<file path="config.mk">
export PLATFORM = sky130hd
export DESIGN_NAME = muldiv_unit
export DESIGN_NICKNAME = d
export VERILOG_FILES = /design/src/rtl/riscv_pkg.sv /design/src/rtl/muldiv_unit.sv
export SDC_FILE = /design/constraint.sdc
export NUM_CORES = 1
export LEC_CHECK = 0
export CORE_AREA = 4 4 131 195
export CTS_CLUSTER_SIZE = 10
export DETAILED_ROUTE_END_ITERATION = 8
export DIE_AREA = 0 0 135 199
export MAX_ROUTING_LAYER = met4
export PLACE_DENSITY_LB_ADDON = 0.1
export SETUP_SLACK_MARGIN = 0.4
export SLEW_MARGIN = 0
export SYNTH_ARGS = -nofsm -noshare
export SYNTH_HDL_FRONTEND = slang
export SYNTH_SLANG_ARGS = --single-unit
</file>
<file path="constraint.sdc">
create_clock -name clk -period 10.9 [get_ports clk]
set_input_delay 2.18 -clock clk [delete_from_list [all_inputs] [get_ports clk]]
set_output_delay 2.18 -clock clk [all_outputs]
set_load 0.005 [all_outputs]
</file>
<file path="src/rtl/riscv_pkg.sv">
// Shared RV32 definitions used by the execute-stage units.
// Holds the M-extension funct3 encodings and the multiply/divide FSM states.
package riscv_pkg;

    localparam logic [6:0] MDU_FUNCT7 = 7'b0000001;

    typedef enum logic [2:0] {
        OP_MUL    = 3'b000,
        OP_MULH   = 3'b001,
        OP_MULHSU = 3'b010,
        OP_MULHU  = 3'b011,
        OP_DIV    = 3'b100,
        OP_DIVU   = 3'b101,
        OP_REM    = 3'b110,
        OP_REMU   = 3'b111
    } mdu_op_e;

    typedef enum logic [1:0] {
        IDLE = 2'b00,
        CALC = 2'b01,
        DONE = 2'b10
    } mdu_state_e;

endpackage

</file>
<file path="src/rtl/muldiv_unit.sv">
// Iterative RV32M multiply/divide unit: shift-add multiply, restoring divide,
// one result bit per clock through a single shared adder/subtractor.
module muldiv_unit
    import riscv_pkg::*;
#(
    parameter int WIDTH = 32
) (
    input  logic             clk,
    input  logic             reset,
    input  logic             start,
    input  logic [2:0]       op,
    input  logic [WIDTH-1:0] src_a,
    input  logic [WIDTH-1:0] src_b,
    input  logic             flush,
    output logic             ready,
    output logic             busy,
    output logic             done,
    output logic [WIDTH-1:0] result
);

    localparam int CNT_W = $clog2(WIDTH);
    localparam logic [WIDTH-1:0] MIN_NEG = {1'b1, {(WIDTH-1){1'b0}}};

    // Handshake: an op is accepted on a rising edge where ready && start && !flush;
    // done pulses for one cycle with result valid, unless flush is high that cycle.
    mdu_state_e         state_q, state_d;
    logic [CNT_W-1:0]   count_q;
    mdu_op_e            op_q;
    logic [WIDTH-1:0]   opnd_q;
    logic [2*WIDTH-1:0] prod_q;
    logic               neg_q, neg_rem_q;
    logic [WIDTH-1:0]   result_q;

    mdu_op_e          op_in;
    logic             accept, a_signed, b_signed, a_neg, b_neg;
    logic             div_zero, div_ovf, special;
    logic [WIDTH-1:0] a_mag, b_mag;

    assign op_in    = mdu_op_e'(op);
    assign accept   = (state_q == IDLE) && start && !flush;
    assign a_signed = (op_in == OP_MUL) || (op_in == OP_MULH) || (op_in == OP_MULHSU)
                   || (op_in == OP_DIV) || (op_in == OP_REM);
    assign b_signed = (op_in == OP_MUL) || (op_in == OP_MULH)
                   || (op_in == OP_DIV) || (op_in == OP_REM);
    assign a_neg    = a_signed && src_a[WIDTH-1];
    assign b_neg    = b_signed && src_b[WIDTH-1];
    assign a_mag    = a_neg ? -src_a : src_a;
    assign b_mag    = b_neg ? -src_b : src_b;
    assign div_zero = op[2] && (src_b == '0);
    assign div_ovf  = ((op_in == OP_DIV) || (op_in == OP_REM))
                   && (src_a == MIN_NEG) && (src_b == '1);
    assign special  = div_zero || div_ovf;

    always_ff @(posedge clk or posedge reset) begin
        if (reset) state_q <= IDLE;
        else       state_q <= state_d;
    end

    always_comb begin
        state_d = state_q;
        ready   = 1'b0;
        busy    = 1'b0;
        done    = 1'b0;
        case (state_q)
            IDLE: begin
                ready = 1'b1;
                if (accept) state_d = special ? DONE : CALC;
            end
            CALC: begin
                busy = 1'b1;
                if (flush)               state_d = IDLE;
                else if (count_q == '0)  state_d = DONE;
            end
            DONE: begin
                busy    = 1'b1;
                done    = !flush;
                state_d = IDLE;
            end
            default: state_d = IDLE;
        endcase
    end

    // Divide: x = {remainder, next dividend bit}, subtract divisor; carry-out means no borrow.
    // Multiply: x = upper product half, add multiplicand.
    logic             is_div;
    logic [WIDTH:0]   add_x, add_y;
    logic [WIDTH+1:0] add_sum;
    logic             qbit;
    logic [2*WIDTH-1:0] prod_step;

    assign is_div  = op_q[2];
    assign add_x   = is_div ? prod_q[2*WIDTH-1:WIDTH-1] : {1'b0, prod_q[2*WIDTH-1:WIDTH]};
    assign add_y   = is_div ? ~{1'b0, opnd_q} : {1'b0, opnd_q};
    assign add_sum = {1'b0, add_x} + {1'b0, add_y} + {{(WIDTH+1){1'b0}}, is_div};
    assign qbit    = add_sum[WIDTH+1];

    always_comb begin
        prod_step = prod_q;
        if (is_div)
            prod_step = {(qbit ? add_sum[WIDTH-1:0] : prod_q[2*WIDTH-2:WIDTH-1]),
                         prod_q[WIDTH-2:0], qbit};
        else if (prod_q[0])
            prod_step = {add_sum[WIDTH:0], prod_q[WIDTH-1:1]};
        else
            prod_step = {1'b0, prod_q[2*WIDTH-1:1]};
    end

    always_ff @(posedge clk or posedge reset) begin
        if (reset) begin
            count_q   <= '0;
            op_q      <= OP_MUL;
            opnd_q    <= '0;
            prod_q    <= '0;
            neg_q     <= 1'b0;
            neg_rem_q <= 1'b0;
        end else if (accept) begin
            op_q      <= op_in;
            count_q   <= CNT_W'(WIDTH-1);
            neg_q     <= !special && (a_neg ^ b_neg);
            neg_rem_q <= !special && a_neg;
            opnd_q    <= op[2] ? b_mag : a_mag;
            // Special cases preload {remainder, quotient} so DONE selects them unchanged.
            if (div_zero)     prod_q <= {src_a, {WIDTH{1'b1}}};
            else if (div_ovf) prod_q <= {{WIDTH{1'b0}}, MIN_NEG};
            else              prod_q <= {{WIDTH{1'b0}}, (op[2] ? a_mag : b_mag)};
        end else if (state_q == CALC && !flush) begin
            prod_q  <= prod_step;
            count_q <= count_q - CNT_W'(1);
        end
    end

    logic [2*WIDTH-1:0] prod_fix;
    logic [WIDTH-1:0]   quo_fix, rem_fix, final_res;

    assign prod_fix = neg_q ? -prod_q : prod_q;
    assign quo_fix  = neg_q ? -prod_q[WIDTH-1:0] : prod_q[WIDTH-1:0];
    assign rem_fix  = neg_rem_q ? -prod_q[2*WIDTH-1:WIDTH] : prod_q[2*WIDTH-1:WIDTH];

    always_comb begin
        final_res = '0;
        case (op_q)
            OP_MUL:                       final_res = prod_fix[WIDTH-1:0];
            OP_MULH, OP_MULHSU, OP_MULHU: final_res = prod_fix[2*WIDTH-1:WIDTH];
            OP_DIV, OP_DIVU:              final_res = quo_fix;
            OP_REM, OP_REMU:              final_res = rem_fix;
            default:                      final_res = '0;
        endcase
    end

    always_ff @(posedge clk or posedge reset) begin
        if (reset)                             result_q <= '0;
        else if (state_q == DONE && !flush)    result_q <= final_res;
    end

    assign result = (state_q == DONE && !flush) ? final_res : result_q;

endmodule
</file>
==> results.md <==
* TritonCTS clock tree: built
* Boundary Pins at approximately 110
* Syn Inst Count at between 1.5k and 2k
* Global-route wire length before repair at between 70000 and 80000 um
* DR iter-0 viols at about 1.5k
* Num CTS Buffers at 17
* Peak VDD IR at approximately 0.00023 V
* Worst setup path class: reg2out
* CTS Root Cell: clkbuf_16
* Worst path required time at 8.72 ns
* Crit end category: output pin
* Critical path arrival at 4.78 ns
* Slew @ Worst Pin at roughly 1.2 ns
* Mapped cell area at 14100 um2
* Final Hold Vio Count at 0
* Clk sink count at 140
* Crit start category: flop
* Setup TNS at 0 ns
* Count leader, synth: nand2_1
* Worst hold path class: reg2reg
* GP Congestion at 1.03
* Yosys top cell area share at 0.248
* Final Power at between 0.005 and 0.006 W
* Post-Place Cells at approximately 2.2k
* DRT Pass-1 Iters at 5
* Crit path max fanout at 11
* Ys Warns at 0
* Worst-path clk slew at around 0.070 ns
* WL per Instance at around 23 um
* Max cap viols at 0
* Setup Buffers After CTS at 0
* Worst hold slack at approximately 0.49 ns
* Syn avg cell area at around 7.5 um2
* Initial antenna violation count at 2
* Pwr dens at between 300 and 400 nW/um2
* # fillers at between 2k and 2.5k
* DRT Wirelength at 51500 um
* Total number of vias at between 10k and 15k
* CTS Buffer Depth at 2
* Endpoints failing setup at 0
* EDFF count, synth at 0
* Post-synthesis sequential element count at 140
* GR Util All Layers at 0.391
* DRC at 0
* Top cells by count, synth: nand2_1, o21ai_0, a21oi_1
* Die width at approximately 140 um
* FFs w/ async S/R, synth at 1.00
* Core area at about 24000 um2
* Routed Antenna Nets at 0
* Final worst path period share at 0.639
* Layout area overhead at 11.2%
* Lkg Pwr at 6.25 nW
* Fmax at roughly 0.14 GHz
* Post-layout min period at 6.96 ns
* Fin cells at 2205
* Vias in the first global route at roughly 14k
* Area leader, netlist: dfrtp_1
* DR vias/cell at 6.66
* CTS hold repair buffers at 0
* Remaining global-route overflow at 0
* Rel. slew slack at 0.210
* Detailed Place HPWL at slightly below 40000 um
* Syn nets at between 2k and 2.5k
* Clock skew at ~0.009 ns
* # nets final at between 1.5k and 2k
* Post-synthesis sequential area ratio at 0.248
* Port Buf Inserts at between 100 and 150
* Die area at between 20000 and 30000 um2
* Top post-synthesis cells by area: dfrtp_1, o21ai_0, nand2_1, xor2_1, a21oi_1
* Clock Latency Late Sink at 0.44 ns
* Outcome: complete, no violations
* Layout cells sized above 1 at 0.0605
* Die span in y at ~200 um
* Cell row count at 69
* Post-CTS Resized at 0
* RSZ-0062 raised after global routing: false
* CTS H-Tree Depth at 4
* Initial Util at 0.594
* Largest net degree at the start of global routing at between 90 and 100
* Ys flop type: dfrtp_1
* Distinct cell type count after synthesis at between 90 and 100
* Final count of pins violating max slew at 0
==> final timing paths <==
kind	startpoint	end	slack, ns	cells after the start
max reg2reg	op_q[2]	prod_q[60]	5.03	13
min	result_q[29]	result_q[29]	0.49	2
min reg2reg	result_q[29]	result_q[29]	0.49	2
max in group asynchronous	reset	op_q[2]	7.11	3
max	prod_q[0]	result[26]	3.94	12
min in group asynchronous	reset	result_q[27]	2.19	2
==> layer usage <==
| layer | wire length, um | track usage | vias up | share of wire |
|---|---|---|---|---|
| met2 | 24400 | 0.639 | 764 | 0.47 |
| met5 | 0 | - | - | 0 |
| met4 | 3900 | 0.243 | 0 | 0.076 |
| met1 | 19300 | 0.450 | 6937 | 0.38 |
| met3 | 3850 | 0.0620 | 220 | 0.075 |
| li1 | - | - | 6764 | - |
==> through the flow <==
step	area, um2	setup slack [ns]	util
after detailed placement	15100	4.03	0.636
after global placement	15100	4.10	0.636
final	15700	3.94	0.661
after CTS	15700	4.04	0.661
after floorplan	14100	4.97	-
after global routing	15700	3.58	0.661
==> cells by family after synthesis <==
logic type,Yosys count,share of synthesized area
fa+ha+maj,42,0.0378
flops,140,0.248
compound gates,627,0.273
xor+xnor,209,0.130
mux,78,0.0573
simple gates,583,0.196
buf+inv,209,0.0579
==> cell type report <==
class | count | area [um2] | area share
multi-input combinational | 1539 | 9820 | 0.625
sequential | 140 | 3510 | 0.223
timing repair buffer | 124 | 1190 | 0.0757
clock buffer | 18 | 439 | 0.0280
tap | 319 | 399 | 0.0254
inverter | 49 | 189 | 0.0120
clock inverter | 14 | 153 | 0.00972
antenna | 2 | 5.00 | 0.000319
==> cells in the final DEF, fill, tap and decap left out, types with 13 or more instances in the layout <==
cell	Yosys	final
o22ai_1	32	32
o211ai_1	14	14
a211oi_1	25	25
nand3_1	30	30
a31oi_1	18	18
clkbuf_16	0	17
xnor2_1	102	102
mux2_2	18	18
dfrtp_1	140	138
nor3_1	39	39
ha_1	41	41
nor2_1	126	126
clkdlybuf4s50_1	0	104
or3_1	13	13
xor2_1	107	107
nand4_1	23	23
mux2i_1	59	59
o31ai_1	22	22
o21ai_0	199	199
nand2_1	251	251
buf_4	2	19
a21o_1	17	17
nor4_1	19	19
o21a_1	13	13
a21oi_1	183	183
inv_1	48	47
==> state kept, by name (all words and copies together), names as in the netlist <==
register and cells:
state_q 2, neg_rem_q 1, opnd_q 32, neg_q 1, count_q 5, op_q 3, result_q 32, prod_q 64
==> power by group <==
group / total (W) / switching [W] / internal (W)
Sequential: 0.00125 / 0.000489 / 0.000760
Clock: 0.000594 / 0.000265 / 0.000329
Combinational: 0.00415 / 0.00247 / 0.00167
Total: 0.00599 / 0.00323 / 0.00276
==> critical path, cell delays in order (launching register included) <==
cell and delay (ns):
dfrtp_1 0.38, inv_1 0.50, ha_1 0.26, inv_1 0.08
nor4_2 0.54, nand4_1 0.23, nand2b_1 0.45, o41ai_1 0.70
nand2_1 0.14, xor2_1 0.16, a21oi_1 0.10, o21ai_0 0.22
clkdlybuf4s50_1 0.56
No activity file was read; power rests on OpenSTA's default activity.
